$ cat config.mk
export PLATFORM = sky130hd
export DESIGN_NAME = fetch_sequencer
export DESIGN_NICKNAME = d
export VERILOG_FILES = /design/src/rtl/fetch_pkg.sv /design/src/rtl/fetch_sequencer_adder.sv /design/src/rtl/fetch_sequencer.sv
export SDC_FILE = /design/constraint.sdc
export NUM_CORES = 1
export LEC_CHECK = 0
export CAP_MARGIN = 20
export CORE_MARGIN = 10
export CORE_UTILIZATION = 35
export DETAILED_ROUTE_END_ITERATION = 6
export PLACE_DENSITY = 0.87
export SLEW_MARGIN = 10
export SYNTH_ARGS = -nofsm -noshare
export SYNTH_HDL_FRONTEND = slang
export SYNTH_HIERARCHICAL = 1
export SYNTH_SLANG_ARGS = --single-unit
$ cat constraint.sdc
create_clock -name clock -period 3.9 [get_ports clock]
set_clock_uncertainty 0.2 [all_clocks]
set_input_delay 0.78 -clock clock [delete_from_list [all_inputs] [get_ports clock]]
set_output_delay 0.78 -clock clock [all_outputs]
set_load 0.1 [all_outputs]
$ cat src/rtl/fetch_pkg.sv
// Shared types and defaults for the instruction-fetch controller.
package fetch_pkg;

  localparam int unsigned ADDR_W_DEF   = 10;
  localparam int unsigned DATA_W_DEF   = 32;
  localparam int unsigned RESET_PC_DEF = 0;

  typedef enum logic [1:0] {
    ST_RUN  = 2'b00,
    ST_HALT = 2'b01,
    ST_LOAD = 2'b10
  } state_e;

endpackage

$ cat src/rtl/fetch_sequencer_adder.sv
// Parameterised modulo-2^W adder used for PC increment.
module fetch_sequencer_adder #(
  parameter int unsigned W = 10
) (
  input  logic [W-1:0] i_a,
  input  logic [W-1:0] i_b,
  output logic [W-1:0] o_sum
);

  assign o_sum = i_a + i_b;

endmodule

$ cat src/rtl/fetch_sequencer.sv
// Instruction-fetch controller: PC ownership, stall/redirect/halt resolution,
// and sharing of the instruction-memory port with a program loader.
module fetch_sequencer
  import fetch_pkg::*;
#(
  parameter int unsigned ADDR_W   = ADDR_W_DEF,
  parameter int unsigned DATA_W   = DATA_W_DEF,
  parameter int unsigned RESET_PC = RESET_PC_DEF
) (
  input  logic              clock,
  input  logic              reset_n,
  input  logic              stall,
  input  logic              redirect_valid,
  input  logic [ADDR_W-1:0] redirect_addr,
  input  logic              halt_req,
  input  logic              resume,
  input  logic              load_req,
  input  logic              load_we,
  input  logic [ADDR_W-1:0] load_addr,
  input  logic [DATA_W-1:0] load_data,
  output logic              load_grant,
  output logic [ADDR_W-1:0] imem_addr,
  output logic              imem_we,
  output logic [DATA_W-1:0] imem_din,
  output logic [ADDR_W-1:0] pc_fetch,
  output logic [ADDR_W-1:0] pc_plus_1,
  output logic              fetch_valid,
  output logic              flush_ifid,
  output logic              halted
);

  localparam logic [ADDR_W-1:0] PC_RST = ADDR_W'(RESET_PC);

  state_e            r_state;
  state_e            w_state_next;
  logic [ADDR_W-1:0] r_pc_q;
  logic [ADDR_W-1:0] w_pc_next;
  logic [ADDR_W-1:0] w_pc_inc;
  logic              r_fetch_valid;
  logic              w_fetch_valid_next;
  logic              r_load_grant;
  logic              r_halted;

  fetch_sequencer_adder #(.W(ADDR_W)) u_pc_inc (
    .i_a   (r_pc_q),
    .i_b   (ADDR_W'(1)),
    .o_sum (w_pc_inc)
  );

  // Next state, next PC and squash qualifier; RUN decisions follow strict priority.
  always_comb begin
    w_state_next       = r_state;
    w_pc_next          = r_pc_q;
    w_fetch_valid_next = 1'b0;
    flush_ifid         = 1'b0;
    case (r_state)
      ST_RUN: begin
        w_fetch_valid_next = 1'b1;
        if (halt_req) begin
          flush_ifid         = 1'b1;
          w_state_next       = ST_HALT;
          w_fetch_valid_next = 1'b0;
        end else if (redirect_valid) begin
          w_pc_next  = redirect_addr;
          flush_ifid = 1'b1;
        end else if (stall) begin
          w_fetch_valid_next = r_fetch_valid;
        end else if (r_fetch_valid) begin
          w_pc_next = w_pc_inc;
        end
      end
      ST_HALT: begin
        if (load_req) begin
          w_state_next = ST_LOAD;
        end else if (resume) begin
          w_state_next       = ST_RUN;
          w_fetch_valid_next = 1'b1;
        end
      end
      ST_LOAD: begin
        if (!load_req) begin
          w_state_next = ST_HALT;
          w_pc_next    = PC_RST;
        end
      end
      default: begin
        w_state_next = ST_RUN;
        w_pc_next    = PC_RST;
      end
    endcase
  end

  // Memory port: loader owns it in LOAD except on the exit cycle, which re-primes RESET_PC.
  always_comb begin
    imem_addr = w_pc_next;
    imem_we   = 1'b0;
    imem_din  = '0;
    if (r_state == ST_LOAD) begin
      if (load_req) begin
        imem_addr = load_addr;
      end
      imem_we  = load_we & r_load_grant;
      imem_din = load_data;
    end
  end

  always_ff @(posedge clock or negedge reset_n) begin
    if (!reset_n) begin
      r_state       <= ST_RUN;
      r_pc_q        <= PC_RST;
      r_fetch_valid <= 1'b0;
      r_load_grant  <= 1'b0;
      r_halted      <= 1'b0;
    end else begin
      r_state       <= w_state_next;
      r_pc_q        <= w_pc_next;
      r_fetch_valid <= w_fetch_valid_next;
      r_load_grant  <= (w_state_next == ST_LOAD);
      r_halted      <= (w_state_next != ST_RUN);
    end
  end

  assign pc_fetch    = r_pc_q;
  assign pc_plus_1   = w_pc_inc;
  assign fetch_valid = r_fetch_valid;
  assign load_grant  = r_load_grant;
  assign halted      = r_halted;

endmodule

==> results of run 1 <==
## routing by layer
layer  track usage  up-vias  part of all wire
met5             0        -                 0
met4       0.03183        0            0.0096
met3       0.05736        6             0.063
met2        0.3711       64              0.57
met1        0.1924      979              0.35
li1              -      985                 -
## sequential cells by signal, summed over array words and instances, names as in the netlist
register,flops
halted,1
pc_fetch,10
r_state,2
fetch_valid,1
load_grant,1
## cells by family after synthesis
family,after synthesis
AOI/OAI and AO/OA,51
xor gates and xnor gates,9
adders and majority gates,10
buffers and inverters,19
DFF,15
muxes,10
other,2
and+or+nand+nor,90
## cell usage in the layout (no fill, tap or decap), types with 2 or more instances in the layout
master           count
a21o_1              11
inv_1                4
nor3_1               2
a21oi_4              3
o21a_1               4
nand3_1              4
and2_4               3
dfrtp_4              5
inv_2                2
nor2b_4              2
nor2_2               2
xnor2_4              7
and2_1              38
nand2_1             18
o21ai_1             13
mux2i_1             10
nor2b_1              6
buf_4               21
nor2_1               7
buf_12              47
o311ai_2             2
dfrtp_2              3
or2_1                2
a221o_4              5
clkbuf_8             3
clkdlybuf4s50_1     72
dfrtp_1              7
nand3_2              2
conb_1              11
ha_4                 5
a21oi_1              2
a221o_2              3
ha_1                 3
## per-stage QoR
step                      cells   TNS, ns  setup slack, ns  instance area (sq um)  hold WS [ns]
after floorplan             215   -0.3120          -0.1179                   2116        0.2844
after global routing        414   -0.2441          -0.1238                   4003        0.3831
after CTS                   411         0          0.01496                   3969        0.3472
final                       414  -0.01772         -0.01772                   4003        0.3424
after detailed placement    400         0          0.08995                   3850        0.3327
after global placement      400         0           0.1287                   3850        0.3325
## critical path: cells and delay by family, from the launching register on
kind	cells	cell delay, ns
fa+ha+maj	2	0.39
flops	1	0.49
xor+xnor	1	0.09
buf+inv	4	0.49
compound gates	3	0.60
simple gates	4	0.50
mux	1	0.14
## area by class of cell
| type | count | share of cell area |
|---|---|---|
| clock inverters | 1 | 0.001250 |
| inverters | 6 | 0.005627 |
| multi-input cells | 181 | 0.4051 |
| repair buffers | 141 | 0.4573 |
| clock buffers | 3 | 0.01032 |
| well taps | 67 | 0.02094 |
| flip-flops and latches | 15 | 0.09941 |
## repair_timing
item	4_1_cts	5_1_grt
gates resized for setup	3	4
gates cloned	0	0
pin swaps	9	8
endpoints found under the setup margin	3	4
setup buffers	7	3
## worst max-delay path by stage
stage	start	to	slack [ns]	cells after the start
final	pc_fetch[0]$_DFF_PN0_	imem_addr[6]	-0.02	15
after global routing	pc_fetch[0]$_DFF_PN0_	imem_addr[8]	-0.12	13
after CTS	pc_fetch[0]$_DFF_PN0_	imem_addr[8]	0.01	13
after detailed placement	pc_fetch[0]$_DFF_PN0_	imem_addr[8]	0.09	13
after global placement	pc_fetch[0]$_DFF_PN0_	imem_addr[8]	0.13	13
after floorplan	pc_fetch[1]$_DFF_PN0_	imem_addr[8]	-0.12	11
==> impl_metrics.yaml, run 1 <==
clock_tree:
  clock-root-buffer: "clkbuf_8"
  cts.clk_slew.worst_paths_ns: 0.07
  cts_buffer_depth: 2
  clock_sinks: 15
  clock_latency_ns: 0.25
  htreeDepth: 1
  tritoncts: "yes"
  hold_buffers: 0
  cts_made_buffers: 3
yosys:
  synth_warnings: 6
  synth_area_leader_cell: "dfrtp_1"
  ys_types: 40
  synth_compound_area_frac: 0.2324
  ys_top_cells_by_count: "41 x and2_1, 18 x nand2_1, 15 x dfrtp_1"
  synthArstFlopShare: 1.000
  synthesis.area_sq_mm: 0.001728
  synth_top_family_by_area: "simple AND/OR/NAND/NOR gates"
  synth_xor_area_frac: 0.04562
  syn_area_per_cell_sq_um: 8.388
  ys_seq_elements: 15
  muxShareOfSynthArea: 0.05793
  ys_top_cells_by_area: "dfrtp_1 22%, and2_1 15%, ha_1 6.5%, mux2i_1 5.8%, a21o_1 4.8%"
  synth_most_common_cell: "and2_1"
  synth_fa_ha_area_frac: 0.07676
  synth_ff_type: "dfrtp_1"
  synth_top_area_share: 0.2172
  yosys.area_share.simple: 0.2940
  yosysSeqAreaShare: 0.2172
  synth-edff-count: 0
  synthCells: 206
global_routing:
  gr-total-overflow: 0
  grt_pass1_vias: 2288
  grt_max_degree: 38
  grt_usage: 0.1892
  grt_pass1_wl_um: 12520
  antenna_found_initial: 0
critical_path:
  r2r_start: "pc_fetch[0]$_DFF_PN0_"
  worstPathArrival_ns: 2.94
  reg2reg_depth: 13
  crit_type: "reg -> out"
  end_kind: "output port"
  r2r_end: "pc_fetch[8]$_DFF_PN0_"
  worstSetupStartpointType: "register"
  rrSetupSlack_ns: 1.21
  slowest_delay_ns: 0.49
  critical_path_required_ns: 2.92
  critPathMaxFanout: 2
  cp_slowest_cell: "dfrtp_4"
  crit_chain: "ha_4 -> inv_2 -> fa_2 -> nor2b_4 -> o2111ai_2 -> nand3_2 -> buf_4 -> buf_6 -> nor2_4 -> xnor2_4 -> mux2i_1 -> o21ai_1 -> and2_4 -> a221o_4 -> buf_12"
hold_path:
  hold-path-cell-count: 1
  holdPathEnd: "pc_fetch[5]$_DFF_PN0_"
  hold_path_class: "reg -> reg"
  hold_start: "pc_fetch[5]$_DFF_PN0_"
drt:
  dr_total_vias: 2034
  antenna_left: 0
  viasPerCell: 4.913
  drt-total-wl_um: 7997
  first_iter_violations: 68
  wl_per_cell_um: 19.32
  route.detailed.drc: 0
  first_pass_iters: 4
sta:
  finalSetupViolCount: 1
  period_share: 1.005
  slew_headroom: 0.3259
  fin_crit_ns: 3.918
  worst_slew_pin_slew_ns: 1.008
  hold_viol: 0
  max_freq_mhz: 255.3
  fin_ws_ns: -0.01772
  rsz0062_at_grt: "true"
  maxSlewViolCount: 0
final_layout:
  multi_input_area_sq_mm: 0.001622
  drive_gt1_frac: 0.3631
  final_nets: 418
  area_growth_pct: 131.6
  utilization: 0.8418
  fillers: 254
  regArea_sq_um: 397.9
  num_antenna_cells: 0
floorplanning:
  die_w_um: 90.26
  rows: 25
  core_sq_mm: 0.004755
  initial_core_util: 0.3634
  io_pins: 127
  design.die.area_sq_mm: 0.008147
  die_h_um: 90.26
outcome:
  violations: "negative setup slack"
  status: "finished with violations"
placed_design:
  portBuffers: 126
  dp_hpwl_um: 6541
  gp_congestion: 0.8323
flow_run:
  cap_violations: 0
Power of run 1 is not shown: default switching activity piles up to over one toggle a cycle in this logic, so the estimate is an artifact.
==> run 2, diff against run 1 <==
--- a/config.mk
+++ b/config.mk
@@ -9,7 +9,9 @@
 export CORE_MARGIN = 10
 export CORE_UTILIZATION = 35
 export DETAILED_ROUTE_END_ITERATION = 6
+export GPL_ROUTABILITY_DRIVEN = 1
 export PLACE_DENSITY = 0.87
+export SKIP_LAST_GASP = 1
 export SLEW_MARGIN = 10
 export SYNTH_ARGS = -nofsm -noshare
 export SYNTH_HDL_FRONTEND = slang
==> run 2 against run 1 <==
Against the previous run: final area about the same; non-clock buffer count unchanged; sequential cell count unchanged; critical path type unchanged; the flow still finishes with violations (negative setup slack).
==> impl_metrics.yaml, run 2 (synthesis gave the netlist of run 1 again) <==
drt:
  first_iter_violations: 68
  drt-total-wl_um: 7989
  wl_per_cell_um: 19.30
  first_pass_iters: 4
  antenna_left: 0
  viasPerCell: 4.903
  dr_total_vias: 2030
  route.detailed.drc: 0
critical_path:
  reg2reg_depth: 13
  worstSetupStartpointType: "register"
  critical_path_required_ns: 2.92
  crit_type: "reg -> out"
  worstPathArrival_ns: 2.94
  critPathMaxFanout: 2
  end_kind: "output port"
  r2r_start: "pc_fetch[0]$_DFF_PN0_"
  rrSetupSlack_ns: 1.19
  r2r_end: "pc_fetch[8]$_DFF_PN0_"
floorplanning:
  die_h_um: 90.26
  io_pins: 127
  die_w_um: 90.26
  design.die.area_sq_mm: 0.008147
  initial_core_util: 0.3634
  rows: 25
  core_sq_mm: 0.004755
placed_design:
  dp.cells: 400
  dpl_cell_area_sq_mm: 0.003850
  portBuffers: 126
  gp_congestion: 0.8323
  dp_hpwl_um: 6541
sta:
  fin_crit_ns: 3.920
  rsz0062_at_grt: "true"
  worst_slew_pin_slew_ns: 1.008
  hold_viol: 0
  maxSlewViolCount: 0
  tns_ns: -0.02022
  max_freq_mhz: 255.1
  slew_headroom: 0.3259
  finalSetupViolCount: 1
  period_share: 1.005
  fin_ws_ns: -0.02022
global_routing:
  grt_max_degree: 38
  gr-usage-met1: 0.1924
  use_met2: 0.3711
  busiest_layer: "met2"
  grt_pass1_wl_um: 12520
  grt_use_met3: 0.05736
  antenna_found_initial: 0
  grt_pass1_vias: 2288
  gr-total-overflow: 0
  grt_usage: 0.1892
final_layout:
  drive_gt1_frac: 0.3602
  layout_commonest_cell: "clkdlybuf4s50_1"
  num_antenna_cells: 0
  area_growth_pct: 131.5
  final_cell_count_no_fill: 414
  utilization: 0.8413
  most-common-layout-cells: "72 x clkdlybuf4s50_1, 47 x buf_12, 39 x and2_1"
  fillers: 255
  final_nets: 418
  largest_reg_flops: 10
  fin_area_sq_mm: 0.004000
clock_tree:
  cts_buffer_depth: 2
  clock_sinks: 15
  clock_latency_ns: 0.25
  htreeDepth: 1
  tritoncts: "yes"
  cts_made_buffers: 3
  cts.clk_slew.worst_paths_ns: 0.07
  clock-root-buffer: "clkbuf_8"
hold_path:
  hold-path-cell-count: 1
  holdPathEnd: "pc_fetch[5]$_DFF_PN0_"
  hold_start: "pc_fetch[5]$_DFF_PN0_"
  hold_path_class: "reg -> reg"
outcome:
  status: "finished with violations"
  violations: "negative setup slack"
flow_run:
  cap_violations: 0
run 2: worst max path at each step:
stage | start | end | slack (ns)
floorplan | pc_fetch[1]$_DFF_PN0_ | imem_addr[8] | -0.12
global placement | pc_fetch[0]$_DFF_PN0_ | imem_addr[8] | 0.13
detailed placement | pc_fetch[0]$_DFF_PN0_ | imem_addr[8] | 0.09
CTS | pc_fetch[0]$_DFF_PN0_ | imem_addr[8] | 0.01
global route | pc_fetch[0]$_DFF_PN0_ | imem_addr[8] | -0.15
finish | pc_fetch[0]$_DFF_PN0_ | imem_addr[6] | -0.02
run 2: routing by layer:
| layer | part of all wire | vias up |
|---|---|---|
| met2 | 0.57 | 64 |
| li1 | - | 985 |
| met1 | 0.35 | 975 |
| met5 | 0 | - |
| met4 | 0.0096 | 0 |
| met3 | 0.063 | 6 |
run 2: timing repair:
action                     in CTS  in global routing
buffers inserted                7                  3
setup endpoints to repair       3                  4
pin swaps                       9                  8
hold buffers                    0                  0
resized for setup               3                  3
cloned                          0                  0
run 2: per-stage QoR:
stage          setup WS (ns)  hold WS (ns)
6_report            -0.02022        0.3424
2_1_floorplan        -0.1179        0.2844
5_1_grt              -0.1464        0.3831
3_5_place_dp         0.08995        0.3327
4_1_cts              0.01496        0.3472
3_3_place_gp          0.1287        0.3325
run 2: cell type report:
class                   count  area, sq um  share of cell area
multi-input cells         181         1619              0.4048
flip-flops and latches     15        397.9             0.09947
clock buffers               3        41.29             0.01032
repair buffers            141         1831              0.4576
clock inverters             1        5.005            0.001251
well taps                  67        83.83             0.02096
inverters                   6        22.52            0.005630
run 2: worst max-delay path: stages (launching register included):
cell and delay [ns]:
dfrtp_4 0.49, ha_4 0.17, inv_2 0.05, fa_2 0.22, nor2b_4 0.05, o2111ai_2 0.16
nand3_2 0.14, buf_4 0.16, buf_6 0.11, nor2_4 0.14, xnor2_4 0.09, mux2i_1 0.14
o21ai_1 0.10, and2_4 0.17, a221o_4 0.34, buf_12 0.17
Power of run 2 is left out for the same reason.
==> run 3, diff against run 2 <==
--- a/config.mk
+++ b/config.mk
@@ -5,12 +5,13 @@
 export SDC_FILE = /design/constraint.sdc
 export NUM_CORES = 1
 export LEC_CHECK = 0
-export CAP_MARGIN = 20
+export ABC_AREA = 1
+export CAP_MARGIN = 25
 export CORE_MARGIN = 10
-export CORE_UTILIZATION = 35
+export CORE_UTILIZATION = 36
 export DETAILED_ROUTE_END_ITERATION = 6
 export GPL_ROUTABILITY_DRIVEN = 1
-export PLACE_DENSITY = 0.87
+export PLACE_DENSITY = 0.88
 export SKIP_LAST_GASP = 1
 export SLEW_MARGIN = 10
 export SYNTH_ARGS = -nofsm -noshare
==> run 3 against run 2 <==
Against the previous run: the flow now finishes without violations; fmax is 7.5% higher; via count up 14%; global-route usage down 2.8 points; worst hold slack better by 0.028 ns; die area up 0.42%; count of clock-buffer cells in the layout did not move; register-to-register slack improved by 0.27 ns; synthesized cell count rose by 59%; final area shrank 16%; critical endpoint is now imem_addr[8]; largest cell class is now multi-input gates.
==> impl_metrics.yaml, run 3 <==
yosys:
  ys_top_cells_by_area: "nand2_1 25%, dfrtp_1 21%, inv_1 14%, nor2_1 12%, ha_1 6.3%"
  synth_xor_area_frac: 0.02451
  synth_top_family_by_area: "simple AND/OR/NAND/NOR gates"
  synth-edff-count: 0
  synth_most_common_cell: "nand2_1"
  syn_area_per_cell_sq_um: 5.447
  ys_types: 23
  synthCells: 328
  yosysSeqAreaShare: 0.2101
  ys_top_cells_by_count: "119 x nand2_1, 66 x inv_1, 57 x nor2_1"
  muxShareOfSynthArea: 0
  synth_fa_ha_area_frac: 0.07423
  synth_area_leader_cell: "nand2_1"
  synth_ff_type: "dfrtp_1"
  synth_compound_area_frac: 0.05672
  synth_top_area_share: 0.2500
  synthesis.area_sq_mm: 0.001787
  ys_seq_elements: 15
  synthArstFlopShare: 1.000
  synth_warnings: 6
  yosys.area_share.simple: 0.4692
global_routing:
  grt_usage: 0.1611
  grt_pass1_wl_um: 11150
  grt_max_degree: 42
  gr-total-overflow: 0
  grt_pass1_vias: 2383
  antenna_found_initial: 0
floorplanning:
  rows: 25
  die_w_um: 90.45
  die_h_um: 90.45
  core_sq_mm: 0.004755
  initial_core_util: 0.3758
  design.die.area_sq_mm: 0.008181
  io_pins: 127
drt:
  antenna_left: 0
  first_iter_violations: 119
  wl_per_cell_um: 13.05
  drt-total-wl_um: 6901
  route.detailed.drc: 0
  viasPerCell: 4.393
  dr_total_vias: 2324
  first_pass_iters: 4
critical_path:
  end_kind: "output port"
  critPathMaxFanout: 5
  critical_path_required_ns: 2.92
  worstPathArrival_ns: 2.67
  crit_type: "reg -> out"
  worstSetupStartpointType: "register"
outcome:
  status: "completed"
sta:
  hold_viol: 0
  finalSetupViolCount: 0
  maxSlewViolCount: 0
  fin_crit_ns: 3.647
  max_freq_mhz: 274.2
  slew_headroom: 0.3391
  worst_slew_pin_slew_ns: 0.9883
  rsz0062_at_grt: "false"
  period_share: 0.9352
final_layout:
  regArea_sq_um: 389.1
  num_antenna_cells: 0
  fillers: 380
  multi_input_area_sq_mm: 0.001292
  drive_gt1_frac: 0.2165
  utilization: 0.7034
  most-common-layout-cells: "106 x nand2_1, 71 x clkdlybuf4s50_1, 66 x inv_1"
  final_nets: 533
  largest_reg_flops: 10
  layout_commonest_cell: "nand2_1"
  final_cell_count_no_fill: 529
  area_growth_pct: 87.18
placed_design:
  portBuffers: 126
  dp.cells: 525
  dp_hpwl_um: 6170
  gp_congestion: 0.8795
clock_tree:
  clock_latency_ns: 0.24
  clock-root-buffer: "clkbuf_8"
  cts_made_buffers: 3
  clock_sinks: 15
  tritoncts: "yes"
  cts.clk_slew.worst_paths_ns: 0.06
  htreeDepth: 1
  cts_buffer_depth: 2
hold_path:
  hold_path_class: "reg -> reg"
flow_run:
  cap_violations: 0
==> run 3: logic make-up (layout without fill, tap and decap cells) <==
group	after synthesis	after routing
flops	15	15
xor+xnor	5	5
other cells	2	11
simple gates	205	205
fa+ha+maj	10	10
buf+inv	73	198
compound gates	18	18
==> run 3: cell type report <==
| class | count | share of cell area |
|---|---|---|
| Sequential cell | 15 | 0.1163 |
| Timing Repair Buffer | 127 | 0.3831 |
| Clock buffer | 3 | 0.01235 |
| Inverter | 67 | 0.07520 |
| Clock inverter | 1 | 0.001496 |
| Multi-Input combinational cell | 249 | 0.3865 |
| Tap cell | 67 | 0.02507 |
==> run 3: worst paths after layout <==
kind	start	to	slack, ns	cells past startpoint
worst min-delay path	pc_fetch[4]$_DFF_PN0_	pc_fetch[4]$_DFF_PN0_	0.37	2
worst max register to register	pc_fetch[0]$_DFF_PN0_	pc_fetch[8]$_DFF_PN0_	1.46	11
min in group asynchronous	reset_n	fetch_valid$_DFFE_PN0P_	0.74	1
worst max-delay path	pc_fetch[0]$_DFF_PN0_	imem_addr[8]	0.25	14
worst min register to register	pc_fetch[4]$_DFF_PN0_	pc_fetch[4]$_DFF_PN0_	0.37	2
max in group asynchronous	reset_n	pc_fetch[0]$_DFF_PN0_	2.29	1
==> run 3: worst max-delay path, stage by stage (launching register included) <==
cell	delay [ns]
dfrtp_4	0.43
ha_1	0.19
inv_1	0.06
fa_1	0.50
o21ai_4	0.27
nand2_1	0.10
nand3_1	0.14
nand2_4	0.07
o21ai_0	0.16
nand2_1	0.07
nand2_1	0.08
nand2_2	0.05
nand2_1	0.06
nand2_2	0.07
buf_12	0.16
==> run 3: metal layers <==
layer  global-route usage  vias up  routed length (um)
li1                     -     1221                   -
met1               0.1513     1013                2498
met2               0.2936       86                3492
met3              0.09393        4                 858
met4              0.03846        0                  52
met5                    0        -                   0
==> run 3: repair_timing <==
item	in CTS	in global routing
setup endpoints to repair	0	2
setup buffers	0	0
gates resized for setup	0	1
hold buffers	0	0
==> run 3: through the flow <==
| step | worst slack [ns] | setup TNS (ns) | area (sq um) | hold slack [ns] |
|---|---|---|---|---|
| 5_1_grt | 0.01803 | 0 | 3344 | 0.4006 |
| 6_report | 0.2527 | 0 | 3344 | 0.3702 |
| 4_1_cts | 0.1882 | 0 | 3337 | 0.3687 |
| 2_1_floorplan | -0.03906 | -0.03906 | 1962 | 0.2844 |
| 3_5_place_dp | 0.4586 | 0 | 3291 | 0.3523 |
| 3_3_place_gp | 0.4964 | 0 | 3291 | 0.3441 |
Power of run 3 is left out for the same reason.
